**config.mk**
```make
export PLATFORM = sky130hd
export DESIGN_NAME = result_sink
export DESIGN_NICKNAME = d
export VERILOG_FILES = /design/src/rtl/result_sink.sv
export SDC_FILE = /design/constraint.sdc
export NUM_CORES = 1
export LEC_CHECK = 0
export BUFFER_PORTS_ARGS = -buffer_cell sky130_fd_sc_hd__buf_4
export CAP_MARGIN = 20
export CELL_PAD_IN_SITES_DETAIL_PLACEMENT = 0
export CELL_PAD_IN_SITES_GLOBAL_PLACEMENT = 1
export CORE_ASPECT_RATIO = 1.5
export CORE_MARGIN = 8
export CORE_UTILIZATION = 40
export CTS_CLUSTER_DIAMETER = 30
export DETAILED_ROUTE_END_ITERATION = 12
export PLACE_DENSITY = 0.66
export SYNTH_ARGS = -nofsm -noshare
export SYNTH_HDL_FRONTEND = slang
export SYNTH_SLANG_ARGS = --single-unit
```
**constraint.sdc**
```tcl
create_clock -name clock -period 9.9 [get_ports clock]
set_input_delay 0.99 -clock clock [delete_from_list [all_inputs] [get_ports clock]]
set_output_delay 0.99 -clock clock [all_outputs]
set_load 0.02 [all_outputs]
```
**src/rtl/result_sink.sv**
```systemverilog
// result_sink: captures result words from a DUT into a FIFO under a run/done/timeout FSM.
// Optional feature: define RESULT_SINK_CHECKSUM_EN to add an XOR checksum output port.
module result_sink #(
  parameter int DATA_WIDTH   = 32,
  parameter int DEPTH        = 8,
  parameter int EXPECT_COUNT = 4,
  parameter int MAX_CYCLES   = 200
) (
  input  logic                    clock,
  input  logic                    rst,
  input  logic                    start,
  input  logic                    in_valid,
  input  logic [DATA_WIDTH-1:0]   in_data,
  output logic                    in_ready,
  input  logic                    rd_en,
  output logic [DATA_WIDTH-1:0]   rd_data,
  output logic                    rd_valid,
  output logic [$clog2(DEPTH):0]  fifo_count,
  output logic [31:0]             cycle_count,
  output logic [31:0]             accepted,
  output logic                    done,
  output logic                    timeout
`ifdef RESULT_SINK_CHECKSUM_EN
  ,
  output logic [DATA_WIDTH-1:0]   checksum
`endif
);

  localparam int AW = $clog2(DEPTH);
  localparam int CW = AW + 1;
  localparam logic [CW-1:0] DEPTH_C  = CW'(DEPTH);
  localparam logic [31:0]   EXPECT_C = 32'(EXPECT_COUNT);
  localparam logic [31:0]   MAX_C    = 32'(MAX_CYCLES);

  typedef enum logic [1:0] {
    ST_IDLE    = 2'd0,
    ST_RUN     = 2'd1,
    ST_DONE    = 2'd2,
    ST_TIMEOUT = 2'd3
  } state_e;

  state_e                 state_q, state_d;
  logic [AW-1:0]          wr_ptr_q, wr_ptr_d;
  logic [AW-1:0]          rd_ptr_q, rd_ptr_d;
  logic [CW-1:0]          count_q, count_d;
  logic [31:0]            cycle_q, cycle_d;
  logic [31:0]            accepted_q, accepted_d;
  logic [DATA_WIDTH-1:0]  rd_data_q, rd_data_d;
  logic                   rd_valid_q, rd_valid_d;
  logic                   done_q, done_d;
  logic                   timeout_q, timeout_d;
  logic [DATA_WIDTH-1:0]  mem_q [DEPTH];

  logic                   push_s;
  logic                   pop_s;
  logic                   complete_s;
  logic                   budget_s;

  assign in_ready    = (state_q == ST_RUN) && (count_q < DEPTH_C);
  assign push_s      = in_valid && in_ready;
  assign pop_s       = rd_en && (count_q != {CW{1'b0}});
  assign complete_s  = push_s && ((accepted_q + 32'd1) == EXPECT_C);
  assign budget_s    = (state_q == ST_RUN) && ((cycle_q + 32'd1) == MAX_C);

  assign rd_data     = rd_data_q;
  assign rd_valid    = rd_valid_q;
  assign fifo_count  = count_q;
  assign cycle_count = cycle_q;
  assign accepted    = accepted_q;
  assign done        = done_q;
  assign timeout     = timeout_q;

  // Next-state logic; completion is tested before the budget so DONE wins a tie.
  always_comb begin
    state_d = state_q;
    case (state_q)
      ST_IDLE: begin
        if (start) state_d = ST_RUN;
        else       state_d = ST_IDLE;
      end
      ST_RUN: begin
        if (complete_s)    state_d = ST_DONE;
        else if (budget_s) state_d = ST_TIMEOUT;
        else               state_d = ST_RUN;
      end
      ST_DONE:    state_d = ST_DONE;
      ST_TIMEOUT: state_d = ST_TIMEOUT;
      default:    state_d = ST_IDLE;
    endcase
  end

  // FIFO pointers, occupancy, run counters and read port next values.
  always_comb begin
    wr_ptr_d   = wr_ptr_q;
    rd_ptr_d   = rd_ptr_q;
    count_d    = count_q;
    accepted_d = accepted_q;
    cycle_d    = cycle_q;
    rd_data_d  = rd_data_q;
    rd_valid_d = 1'b0;

    if (push_s) begin
      wr_ptr_d   = wr_ptr_q + AW'(1'b1);
      accepted_d = accepted_q + 32'd1;
    end else begin
      wr_ptr_d   = wr_ptr_q;
      accepted_d = accepted_q;
    end

    if (pop_s) begin
      rd_ptr_d   = rd_ptr_q + AW'(1'b1);
      rd_data_d  = mem_q[rd_ptr_q];
      rd_valid_d = 1'b1;
    end else begin
      rd_ptr_d   = rd_ptr_q;
      rd_data_d  = rd_data_q;
      rd_valid_d = 1'b0;
    end

    case ({push_s, pop_s})
      2'b10:   count_d = count_q + CW'(1'b1);
      2'b01:   count_d = count_q - CW'(1'b1);
      default: count_d = count_q;
    endcase

    if (state_q == ST_RUN) cycle_d = cycle_q + 32'd1;
    else                   cycle_d = cycle_q;

    done_d    = (state_d == ST_DONE);
    timeout_d = (state_d == ST_TIMEOUT);
  end

  // Control and status registers.
  always_ff @(posedge clock or negedge rst) begin
    if (!rst) begin
      state_q    <= ST_IDLE;
      wr_ptr_q   <= {AW{1'b0}};
      rd_ptr_q   <= {AW{1'b0}};
      count_q    <= {CW{1'b0}};
      cycle_q    <= 32'd0;
      accepted_q <= 32'd0;
      rd_data_q  <= {DATA_WIDTH{1'b0}};
      rd_valid_q <= 1'b0;
      done_q     <= 1'b0;
      timeout_q  <= 1'b0;
    end else begin
      state_q    <= state_d;
      wr_ptr_q   <= wr_ptr_d;
      rd_ptr_q   <= rd_ptr_d;
      count_q    <= count_d;
      cycle_q    <= cycle_d;
      accepted_q <= accepted_d;
      rd_data_q  <= rd_data_d;
      rd_valid_q <= rd_valid_d;
      done_q     <= done_d;
      timeout_q  <= timeout_d;
    end
  end

  // Storage array; contents are only observable through the pointers, so no reset.
  always_ff @(posedge clock) begin
    if (push_s) begin
      mem_q[wr_ptr_q] <= in_data;
    end
  end

`ifdef RESULT_SINK_CHECKSUM_EN
  logic [DATA_WIDTH-1:0] checksum_q, checksum_d;

  assign checksum = checksum_q;

  // Running XOR of accepted words; freezes once acceptance stops.
  always_comb begin
    checksum_d = checksum_q;
    if (push_s) checksum_d = checksum_q ^ in_data;
    else        checksum_d = checksum_q;
  end

  // Checksum register.
  always_ff @(posedge clock or negedge rst) begin
    if (!rst) checksum_q <= {DATA_WIDTH{1'b0}};
    else      checksum_q <= checksum_d;
  end
`endif

endmodule

```
==> results.md <==
* Slew Limit Headroom at 32.15%
* Setup ws final at 6445 ps
* Drt wl/cell at ~21 µm
* Syn nets at 1048
* Setup crit end kind: flop
* Final hold viol count at 0
* Cell Area, Synth at between 15000 and 20000 µm²
* Fin Setup TNS at 0 ps
* Ports at around 140
* CP max stage delay at between 900 and 1000 ps
* Drt pass-1 iters at 5
* Hold slack at between 400 and 500 ps
* Seq/Total Area, Yosys at between 60% and 70%
* FF-to-FF End: mem_q[6][21]
* Final ANT Viol Nets at 0
* Crit Path Class: flop to flop
* Max-cap violation count at 0
* Avg Inst Size Synth at approximately 15 µm²
* Top cells by area, synth: edfxtp_1 50%, dfrtp_1 18%, mux4_2 9.3%
* Clk Latency, worst-skew pair at ~580 ps
* CP most frequent cell: buf_4
* RSZ-0062 raised after global routing: no
* Post-layout min period at approximately 3500 ps
* Fin cells at about 1700
* DRC Markers at 0
* Commonest register cell after synthesis: edfxtp_1
* Clock transition at path regs at roughly 50 ps
* Rows at 88
* Top post-synthesis cells by count: 256 x edfxtp_1, 111 x dfrtp_1, 94 x nand2_1
* Layout net count at 1208
* Total power at around 4.8 mW
* Most common cell in the netlist: edfxtp_1
* Cts hold-fix bufs at 0
* Placement Setup Slack at a little over 6000 ps
* Clock buffer depth at 3
* Routed vias at 9084
* Antenna cells at 0
* Vias in the first global route at between 9000 and 10000
* Leading area contributor after synthesis: edfxtp_1
* Hold WC Path Type: input pin to async pin
* Crit Path Max Fanout at 22
* Routed wire length at between 30 and 40 mm
* First-pass GRT wire length at 55.77 mm
* Fmax at between 200 and 300 MHz
* Post CTS Setup Buffer Count at 0
* Via density at 5.315
* Syn Inst Count at about 1000
* Warnings from Yosys at 0
* Area grow syn2layout at 23.68%
* Register-to-register setup slack at between 6000 and 7000 ps
* Die ar. at between 40000 and 50000 µm²
* CTS sink count at 367
* Clock root buffer master: clkbuf_16
* Reg2reg start: state_q[1]
* Iteration-0 DRC Markers at 528
* Initial Utilization at 40.40%
* Synth unique cells at 67
* Cell family with most CP delay: simple AND/OR/NAND/NOR gates
* GRT Overall Usage at between 10% and 20%
* CP required at around 10000 ps
* Die H at between 200 and 300 µm
* Clock buffer count from CTS at between 50 and 60
* Placed cell count at 1596
* Hpwl dp at ~23 mm
* Startpoint Class: flop
* Port bufs at 140
* Post-synth EDFFs at 256
* Ys async rst share at between 30% and 40%
* CTS tree: done
* Skew final at 15.58 ps
* Core box area at 38430 µm²
* Buffer and inverter count on the worst path at 3
* PwrDens at 248.8 nW/µm²
* Status: complete, no violations
* Htree depth at 2
* Slew @ Worst Pin at approximately 1000 ps
* Total grt overflow at 0
* R2R depth at 6
* Crit path DAT at roughly 3700 ps
* Synth top area share at around 50%
* Fin. max-slew vios at 0
* Lkg Pwr at around 7.1 nW
* Critical path's slowest cell: nor3_2
* Period utilisation layout at 34.90%
* Cell Chain, Critical Path: nand2b_1 > nor3b_2 > buf_4 > inv_1 > nor3_2 > buf_4
* Layout cell share with drive strength beyond 1 at 29.49%
* Chip width at between 150 and 200 µm
* Max VDD drop at between 0.15 and 0.2 mV
* Final setup fails at 0
* CTS resizes at 0
* Largest net degree at the start of global routing at 68
* Antenna violations before repair at 0
* Synthesized flop and latch total at between 300 and 400
* Gp weighted congestion at about 0.80
worst max-delay path by stage:
stage	from	end	slack, ps	depth (start not counted)
6_report	state_q[1]	mem_q[6][21]	6440	6
2_1_floorplan	in_valid	mem_q[0][0]	4670	4
4_1_cts	state_q[1]	mem_q[4][20]	6290	6
5_1_grt	state_q[1]	mem_q[6][21]	6210	6
3_5_place_dp	in_valid	mem_q[4][0]	6200	6
3_3_place_gp	in_valid	mem_q[6][30]	6340	6
routing by layer:
layer	vias to the layer above	wire length [µm]	global-route usage (%)
met5	-	0	0
met3	60	1691	3.137
met1	4604	13540	17.91
met2	225	18990	28.04
li1	4195	-	-
met4	0	981	5.970
worst register-to-register path: cells and delay by family, from the launching register on:
family        cells  cell delay (ps)
buf+inv           3             1060
flops             1              400
simple gates      3             1620
logic make-up (layout without fill, tap and decap cells):
family / after synthesis / count (layout) / share of synthesized area [%]
flops: 367 / 367 / 67.40
simple gates: 288 / 288 / 9.856
mux: 100 / 100 / 11.61
xor+xnor: 85 / 85 / 4.795
compound gates: 84 / 84 / 3.578
buf+inv: 71 / 282 / 2.063
fa+ha+maj: 8 / 8 / 0.6930
through the flow:
step	utilization [%]	cell area, µm²
global placement	44.52	17110
detailed placement	44.59	17140
floorplan	-	15530
finish	49.97	19200
CTS	49.94	19190
global route	49.97	19200
layout by cell type, fill, tap and decap left out, types with 4 or more instances in the layout:
master,netlist,routed
a21oi_1,7,7
a31oi_1,4,4
and3_1,5,5
and4_1,7,7
buf_4,2,155
bufinv_16,0,5
clkbuf_1,33,5
clkbuf_16,0,60
clkbuf_8,0,5
clkinv_4,0,5
clkinvlp_4,0,11
dfrtp_1,111,108
edfxtp_1,256,256
ha_1,7,7
inv_1,13,13
inv_6,0,10
inv_8,0,6
mux2i_1,35,35
mux4_2,64,64
nand2_1,94,94
nand2b_1,6,6
nand3_1,25,25
nand4_1,28,28
nor2_1,46,43
nor3_1,26,22
nor3_2,1,5
nor4_1,16,15
nor4_2,3,4
o2111ai_1,4,4
o21ai_0,39,39
or3_1,4,4
xnor2_1,51,51
xor2_1,34,34
sequential cells by signal, summed over array words and instances (netlist names):
signal	cells
state_q	2
fifo_count	4
rd_ptr_q	3
rd_data	32
wr_ptr_q	3
mem_q	256
timeout	1
rd_valid	1
done	1
accepted	32
cycle_count	32
power by group:
group	total, mW	switching (mW)	internal (mW)
Combinational	0.835	0.400	0.435
Sequential	1.88	0.145	1.73
Clock	2.07	0.763	1.30
layout make-up:
class,instances,area (µm²)
Tap cell,495,619.3
Sequential cell,367,10470
Inverter,13,48.80
Clock buffer,70,1589
Fill cell,3273,19220
Clock inverter,42,466.7
Multi-Input combinational cell,565,4802
Timing Repair Buffer,157,1202
No activity file was read; power rests on OpenSTA's default activity.
